$ cat src/rtl/peripheral_uart_rfifo_gen_wb.sv
// UART receive FIFO: {char, error flags} entries, first-word-fall-through head, error tracking, trigger level.
// Optional character-timeout detector is enabled by defining PERIPHERAL_UART_RFIFO_TIMEOUT_EN.
module peripheral_uart_rfifo_gen_wb #(
  parameter int DATA_WIDTH    = 8,
  parameter int FLAG_WIDTH    = 3,
  parameter int DEPTH         = 16,
  parameter int PTR_W         = $clog2(DEPTH),
  parameter int CNT_W         = PTR_W + 1,
  parameter int TIMEOUT_CHARS = 4
) (
  input  logic                             clk,
  input  logic                             wb_rst_ni,
  input  logic                             push,
  input  logic                             pop,
  input  logic [DATA_WIDTH+FLAG_WIDTH-1:0] data_in,
  input  logic                             fifo_reset,
  input  logic                             reset_status,
  input  logic [1:0]                       trig_level,
  input  logic                             char_tick,
  output logic [DATA_WIDTH+FLAG_WIDTH-1:0] data_out,
  output logic [CNT_W-1:0]                 count,
  output logic                             empty,
  output logic                             full,
  output logic                             overrun,
  output logic                             error_bit,
  output logic [CNT_W-1:0]                 error_count,
  output logic                             trigger,
  output logic                             timeout
);
  localparam int EW = DATA_WIDTH + FLAG_WIDTH;
  localparam logic [CNT_W-1:0] FULL_CNT = CNT_W'(DEPTH);
  localparam logic [CNT_W-1:0] LVL_1    = CNT_W'(1);
  localparam logic [CNT_W-1:0] LVL_Q    = CNT_W'(DEPTH / 4);
  localparam logic [CNT_W-1:0] LVL_H    = CNT_W'(DEPTH / 2);
  localparam logic [CNT_W-1:0] LVL_F    = CNT_W'(DEPTH - 2);

  // push/pop are single-cycle strobes with no back-pressure: a push while full
  // is dropped (overrun), a pop while empty is ignored; pop consumes data_out.
  logic [EW-1:0]    mem_q [DEPTH];
  logic [PTR_W-1:0] top_q, top_d, bottom_q, bottom_d;
  logic [CNT_W-1:0] count_q, count_d, err_cnt_q, err_cnt_d;
  logic             overrun_q, overrun_d;
  logic             do_push, do_pop, wr_en, err_in, err_out;
  logic [EW-1:0]    head;
  logic [CNT_W-1:0] level;

  always_comb begin
    head      = mem_q[bottom_q];
    do_pop    = pop && (count_q != '0);
    do_push   = push && ((count_q != FULL_CNT) || do_pop);
    err_in    = do_push && (data_in[FLAG_WIDTH-1:0] != '0);
    err_out   = do_pop && (head[FLAG_WIDTH-1:0] != '0);
    wr_en     = do_push && !fifo_reset;
    top_d     = top_q;
    bottom_d  = bottom_q;
    count_d   = count_q;
    err_cnt_d = err_cnt_q;
    overrun_d = overrun_q;
    if (fifo_reset) begin
      top_d     = '0;
      bottom_d  = '0;
      count_d   = '0;
      err_cnt_d = '0;
      overrun_d = 1'b0;
    end else begin
      if (do_push) top_d = top_q + PTR_W'(1);
      if (do_pop)  bottom_d = bottom_q + PTR_W'(1);
      if (do_push && !do_pop) count_d = count_q + CNT_W'(1);
      if (do_pop && !do_push) count_d = count_q - CNT_W'(1);
      if (err_in && !err_out) err_cnt_d = err_cnt_q + CNT_W'(1);
      if (err_out && !err_in) err_cnt_d = err_cnt_q - CNT_W'(1);
      if (push && !do_push) overrun_d = 1'b1;
      // A status read in the same cycle as a new overrun still clears it.
      if (reset_status) overrun_d = 1'b0;
    end
  end

  always_ff @(posedge clk) begin
    if (!wb_rst_ni) begin
      top_q     <= '0;
      bottom_q  <= '0;
      count_q   <= '0;
      err_cnt_q <= '0;
      overrun_q <= 1'b0;
    end else begin
      top_q     <= top_d;
      bottom_q  <= bottom_d;
      count_q   <= count_d;
      err_cnt_q <= err_cnt_d;
      overrun_q <= overrun_d;
    end
  end

  always_ff @(posedge clk) begin
    if (wb_rst_ni && wr_en) mem_q[top_q] <= data_in;
  end

  always_comb begin
    case (trig_level)
      2'b00:   level = LVL_1;
      2'b01:   level = LVL_Q;
      2'b10:   level = LVL_H;
      default: level = LVL_F;
    endcase
  end

  assign data_out    = (count_q == '0) ? '0 : head;
  assign count       = count_q;
  assign empty       = (count_q == '0);
  assign full        = (count_q == FULL_CNT);
  assign overrun     = overrun_q;
  assign error_count = err_cnt_q;
  assign error_bit   = (err_cnt_q != '0);
  assign trigger     = (count_q >= level);

`ifdef PERIPHERAL_UART_RFIFO_TIMEOUT_EN
  localparam int TO_W = $clog2(TIMEOUT_CHARS + 1);
  localparam logic [TO_W-1:0] TO_MAX = TO_W'(TIMEOUT_CHARS);
  logic [TO_W-1:0] idle_q, idle_d;
  logic            timeout_q, timeout_d;

  // Idle character times are only meaningful while data waits in the FIFO.
  always_comb begin
    idle_d    = idle_q;
    timeout_d = timeout_q;
    if (fifo_reset || push || pop || (count_q == '0)) begin
      idle_d    = '0;
      timeout_d = 1'b0;
    end else begin
      if (char_tick && (idle_q != TO_MAX)) idle_d = idle_q + TO_W'(1);
      timeout_d = (idle_q == TO_MAX);
    end
  end

  always_ff @(posedge clk) begin
    if (!wb_rst_ni) begin
      idle_q    <= '0;
      timeout_q <= 1'b0;
    end else begin
      idle_q    <= idle_d;
      timeout_q <= timeout_d;
    end
  end

  assign timeout = timeout_q;
`else
  logic unused_tick;
  assign unused_tick = char_tick ^ (TIMEOUT_CHARS == 0);
  assign timeout     = 1'b0;
`endif
endmodule

$ cat config.mk
export PLATFORM = sky130hd
export DESIGN_NAME = peripheral_uart_rfifo_gen_wb
export DESIGN_NICKNAME = d
export VERILOG_FILES = /design/src/rtl/peripheral_uart_rfifo_gen_wb.sv
export SDC_FILE = /design/constraint.sdc
export NUM_CORES = 1
export LEC_CHECK = 0
export ABC_AREA = 0
export CORE_MARGIN = 1
export CORE_UTILIZATION = 62
export CTS_BUF_LIST = sky130_fd_sc_hd__clkbuf_2 sky130_fd_sc_hd__clkbuf_4 sky130_fd_sc_hd__clkbuf_8
export DETAILED_ROUTE_END_ITERATION = 10
export PLACE_DENSITY = 0.84
export SLEW_MARGIN = 10
export SYNTH_ARGS = -nofsm -noshare
export SYNTH_HDL_FRONTEND = slang
export SYNTH_SLANG_ARGS = --single-unit
$ cat constraint.sdc
create_clock -name clk -period 4.5 [get_ports clk]
set_input_delay 0.9 -clock clk [delete_from_list [all_inputs] [get_ports clk]]
set_output_delay 0.9 -clock clk [all_outputs]
set_load 0.05 [all_outputs]
# Yosys cells after proc, flatten, opt, wreduce, memory -nomap -nowiden
# Memory sizes are Yosys's and may differ from the RTL's. A register that Yosys moved wholly into a read port is not among the register bits.
# Index checks and enable logic that the tools add are counted.
[word_totals] memories=1 ramBits=176 regBits=19 out_inout_bits=27 inputBits=20 elab_cells=55
[op_classes] magnitude_cmp=1 reduce_logical=27 bitwise=1 n_eq_ne=4 muxes=10 n_addsub=6
[mem_list] name="mem_q" depth=16 word_bits=11 read_ports=1 rd_ports_with_merged_regs=1 write_ports=1 line="39" rtl="logic [EW-1:0] mem_q [DEPTH];"
[op_table] cell="$mux W5" n=4
[op_table] cell="$pmux W4 S3" n=1
[op_table] cell="$logic_and A1 B1 Y1" n=11
[op_table] cell="$mux W11" n=1
[op_table] cell="$add A5 B1 Y5 const B" n=2
[op_table] cell="$reduce_bool A5 Y1" n=2
[op_table] cell="$sub A5 B1 Y5 const B" n=2
[op_table] cell="$add A4 B1 Y4 const B" n=2
[op_table] cell="$mux W4" n=2
[op_table] cell="$reduce_bool A3 Y1" n=2
[op_table] cell="$eq A5 B5 Y1 const B" n=1
[op_table] cell="$ge A5 B5 Y1" n=1
[op_table] cell="$logic_not A1 Y1" n=5
[op_table] cell="$logic_not A5 Y1" n=1
[op_table] cell="$ne A5 B5 Y1 const B" n=1
[op_table] cell="$reduce_bool A2 Y1" n=2
[op_table] cell="$reduce_or A3 Y1" n=1
[op_table] cell="$eq A2 B1 Y1 const B" n=1
[op_table] cell="$eq A2 B2 Y1 const B" n=1
[op_table] cell="$logic_not A2 Y1" n=1
[op_table] cell="$mux W1" n=2
[op_table] cell="$reduce_or A2 Y1" n=1
[op_table] cell="$logic_or A1 B1 Y1" n=1
[op_table] cell="$not A1 Y1" n=1

# Longest topological paths before layout
[depth] depth_word=8 mapped_depth=15 mapped_depth_nobuf=13

# Worst setup path after synthesis
# No wires, ideal clock.
[synth_path] kind="register to register" from="register (tool-made name)" to="register err_cnt_q[4] (netlist: error_count[4])" slack_ps=1163 t_required_ps=4430 path_stages_with_launch=15 setup_time_ps=70 n_path_buf=2 synth_period_minus_slack_ps=3337 arrival_ps=3268 path_cell_list="dfxtp_1 -> clkbuf_1 -> buf_1 -> mux4_2 -> a22oi_1 -> nand3_1 -> nor3_1 -> nor2_1 -> ha_1 -> ha_1 -> nor2b_1 -> o21ai_0 -> a21oi_1 -> or4_1 -> a21oi_1"
[synth_lines] item="to (signal assigned)" line="89" rtl="err_cnt_q <= err_cnt_d;"
[synth_lines] item="to (decl)" line="41" rtl="logic [CNT_W-1:0] count_q, count_d, err_cnt_q, err_cnt_d;"

==> impl_metrics.csv <==
group,metric,value,unit
clocking,cts.root.buffer_cell,"sky130_fd_sc_hd__clkbuf_8",
floorplanning,die_y,117,um
timing,rsz0062_at_grt,"false",
global_routing,grt_pass1_vias,4343,
timing,worst-slew-pin-transition,0.872,ns
place,gp_congestion,0.802,
synth,ys_seq_area_frac,0.705,
clocking,clk_pin_slew_worst_paths,0.09,ns
cells_and_area,top_library_cells_by_usage_in_the_layout_fill_and_taps_aside,"176 x sky130_fd_sc_hd__edfxtp_1, 53 x sky130_fd_sc_hd__mux4_2, 44 x sky130_fd_sc_hd__clkdlybuf4s50_1, 43 x sky130_fd_sc_hd__nor2_1, 29 x sky130_fd_sc_hd__buf_4",
global_routing,grt_pass1_wl,24400,um
timing,timing.max_slew.rel_slack,0.419,
cells_and_area,num-fill-cells,785,
timing,hold_viol,0,
global_routing,antenna_found_initial,0,
timing,max_clock_freq,0.239,GHz
synth,synth_async_sr_flop_share,0,
clocking,post_cts_hold_buffer_count,0,
place,io_buffers,44,
critical_path,criticalPathCategory,"register to output pin",
floorplanning,io-pin-count,47,
synth,synth_top_flop_cell,"sky130_fd_sc_hd__edfxtp_1",
global_routing,grt_remaining_overflow,0,
run,max_cap_viol_count,0,
synth,yosys_register_bits,199,
critical_path,endpoint_kind,"output pin",
power,irDropWorstVdd,241,uV
global_routing,groute.layer.met1.usage,0.365,
global_routing,gr-usage-met3,0.0690,
critical_path,critical_path_arrival,3.29,ns
synth,synth-edff-count,176,
cells_and_area,syn2layout_area_growth,14.5,%
floorplanning,floorplan.die_area,13600,um2
clocking,cts_setup_buffers,0,
cells_and_area,mostFrequentLayoutCell,"sky130_fd_sc_hd__edfxtp_1",
cells_and_area,drive_gt1_frac,0.230,
min_path,min_path_type,"register to register",
synth,post_synth_num_cell_types,43,
timing,timing_max_transition_violations_final,0,
detailed_routing,vias,4294,
critical_path,critical_path.startpoint_type,"register",
power,power,0.00348,W
floorplanning,initial_utilization,0.641,
timing,finalCritPeriodShare,0.930,
power,total_leakage_power,3.00,nW
critical_path,critical_path_required,3.60,ns
clocking,numClockSinks,199,
global_routing,grt.total_usage,0.262,
cells_and_area,layout.nets,555,
detailed_routing,post_drt_via_cell_ratio,6.12,
timing,clk_skew,0.0114,ns
place,dp_hpwl,10600,um
global_routing,groute.layer.met2.usage,0.405,
power,power-per-cell-area,373,nW/um2
timing,finalCriticalPeriod,4.19,ns
detailed_routing,number_of_violations_reported_at_the_end_of_detailed_routing_iteration_0,404,
clocking,tritoncts_buffers,17,
clocking,cts-root-to-sink-buffers,2,
detailed_routing,route.detailed.drc,0,
cells_and_area,instances_no_fill,702,
global_routing,grt_peak_use_layer,"met2",
timing,finalSetupTns,0,ns
floorplanning,die_w,117,um
clocking,post_cts.resized_instances,0,
synth,synth_cells,444,
floorplanning,floorplan.core_area,12700,um2
floorplanning,placement_rows,41,
synth,yosysWarnings,0,
run_status,status,"finished, final reports clean",
synth,avgSynthCellArea,18.4,um2
detailed_routing,detail_route.wl_per_cell,22.9,um
synth,postSynthNetCount,482,
place,post-place-cells,670,
clocking,htree_num_levels,4,
detailed_routing,detail_route.first_pass.iterations,5,
synth,synth.cell_area,8150,um2
cells_and_area,n_antenna_cell,0,
detailed_routing,postRouteWirelength,16100,um
timing,setup_viol,0,
clocking,clkLatencyLatePin,0.47,ns
global_routing,pin_count_of_the_biggest_net_entering_global_routing,24,
critical_path,cp_max_fo,12,
detailed_routing,final_antenna_net_count,0,
clocking,tritoncts,"yes",
[metrics by stage]
stage / utilization / setup slack [ns] / area, um2 / hold slack, ns
floorplan: - / 1.16 / 8150 / 0.454
global placement: 0.701 / 0.648 / 8910 / 0.476
detailed placement: 0.701 / 0.599 / 8910 / 0.509
CTS: 0.734 / 0.239 / 9330 / 0.522
global route: 0.734 / 0.165 / 9330 / 0.546
finish: 0.734 / 0.314 / 9330 / 0.534
[path summary, 6_finish.rpt]
path	from	endpoint	slack (ns)	cells after the start
setup / recovery	register	data_out[4]	0.31	5
hold / removal	error_count[4]$_SDFFE_PP0P_	error_count[4]$_SDFFE_PP0P_	0.53	2
setup reg to reg	register	error_count[4]$_SDFFE_PP0P_	0.68	13
hold reg to reg	error_count[4]$_SDFFE_PP0P_	error_count[4]$_SDFFE_PP0P_	0.53	2
[registers in the layout (all words and copies together), names as in the netlist, named ones only]
signal and flops:
bottom_q 4, overrun 1, error_count 5, count 5, mem_q 176, top_q 4
[kinds of logic after synthesis]
| family | after synthesis | synth area share |
|---|---|---|
| DFF | 199 | 0.705 |
| muxes | 59 | 0.156 |
| and+or+nand+nor | 95 | 0.0557 |
| other | 1 | 0.000460 |
| AOI/OAI and AO/OA | 28 | 0.0221 |
| adders and majority gates | 18 | 0.0295 |
| buffers and inverters | 34 | 0.0206 |
| xor gates and xnor gates | 10 | 0.0107 |
[final cells by class]
| type | instances | area, um2 | share of cell area |
|---|---|---|---|
| multi-input cells | 211 | 2240 | 0.240 |
| repair buffers | 73 | 658 | 0.0705 |
| inverters | 15 | 56.3 | 0.00603 |
| well taps | 172 | 215 | 0.0231 |
| clock inverters | 14 | 176 | 0.0189 |
| clock buffers | 18 | 241 | 0.0259 |
| flip-flops and latches | 199 | 5750 | 0.616 |
[worst max-delay path: stages, from the launching register on]
cell                              delay [ns]
sky130_fd_sc_hd__dfxtp_2                0.60
sky130_fd_sc_hd__buf_4                  0.34
sky130_fd_sc_hd__mux4_2                 0.56
sky130_fd_sc_hd__mux4_2                 0.48
sky130_fd_sc_hd__nor2b_1                0.15
sky130_fd_sc_hd__clkdlybuf4s50_1        0.70
[Yosys cell counts (4+ instances only)]
cell | instances | share of area
sky130_fd_sc_hd__edfxtp_1 | 176 | 0.65
sky130_fd_sc_hd__mux4_2 | 53 | 0.15
sky130_fd_sc_hd__nor2_1 | 43 | 0.020
sky130_fd_sc_hd__dfxtp_1 | 23 | 0.056
sky130_fd_sc_hd__ha_1 | 16 | 0.025
sky130_fd_sc_hd__inv_1 | 15 | 0.0069
sky130_fd_sc_hd__nor2b_1 | 15 | 0.012
sky130_fd_sc_hd__nand2_1 | 12 | 0.0055
sky130_fd_sc_hd__a21oi_1 | 9 | 0.0055
sky130_fd_sc_hd__clkbuf_1 | 9 | 0.0041
sky130_fd_sc_hd__nand3_1 | 6 | 0.0037
sky130_fd_sc_hd__xnor2_1 | 6 | 0.0064
sky130_fd_sc_hd__buf_4 | 5 | 0.0046
sky130_fd_sc_hd__a31oi_1 | 4 | 0.0031
sky130_fd_sc_hd__mux2i_1 | 4 | 0.0049
sky130_fd_sc_hd__nor3_1 | 4 | 0.0025
sky130_fd_sc_hd__o21ai_0 | 4 | 0.0025
sky130_fd_sc_hd__xor2_1 | 4 | 0.0043
[per-layer routing]
layer	part of all wire	vias up	wire length [um]
li1	-	1887	-
met1	0.41	2200	6580
met2	0.50	183	8080
met3	0.071	24	1140
met4	0.019	0	310
met5	0	-	0
[where the power goes]
part | leakage (nW) | internal (W) | switching, W
Sequential | 1.77 | 0.00201 | 0.0000115
Combinational | 1.04 | 0.000110 | 0.000169
Clock | 0.195 | 0.000559 | 0.000614
Total | 3.00 | 0.00268 | 0.000794
Power figures use the tool's default switching activity.
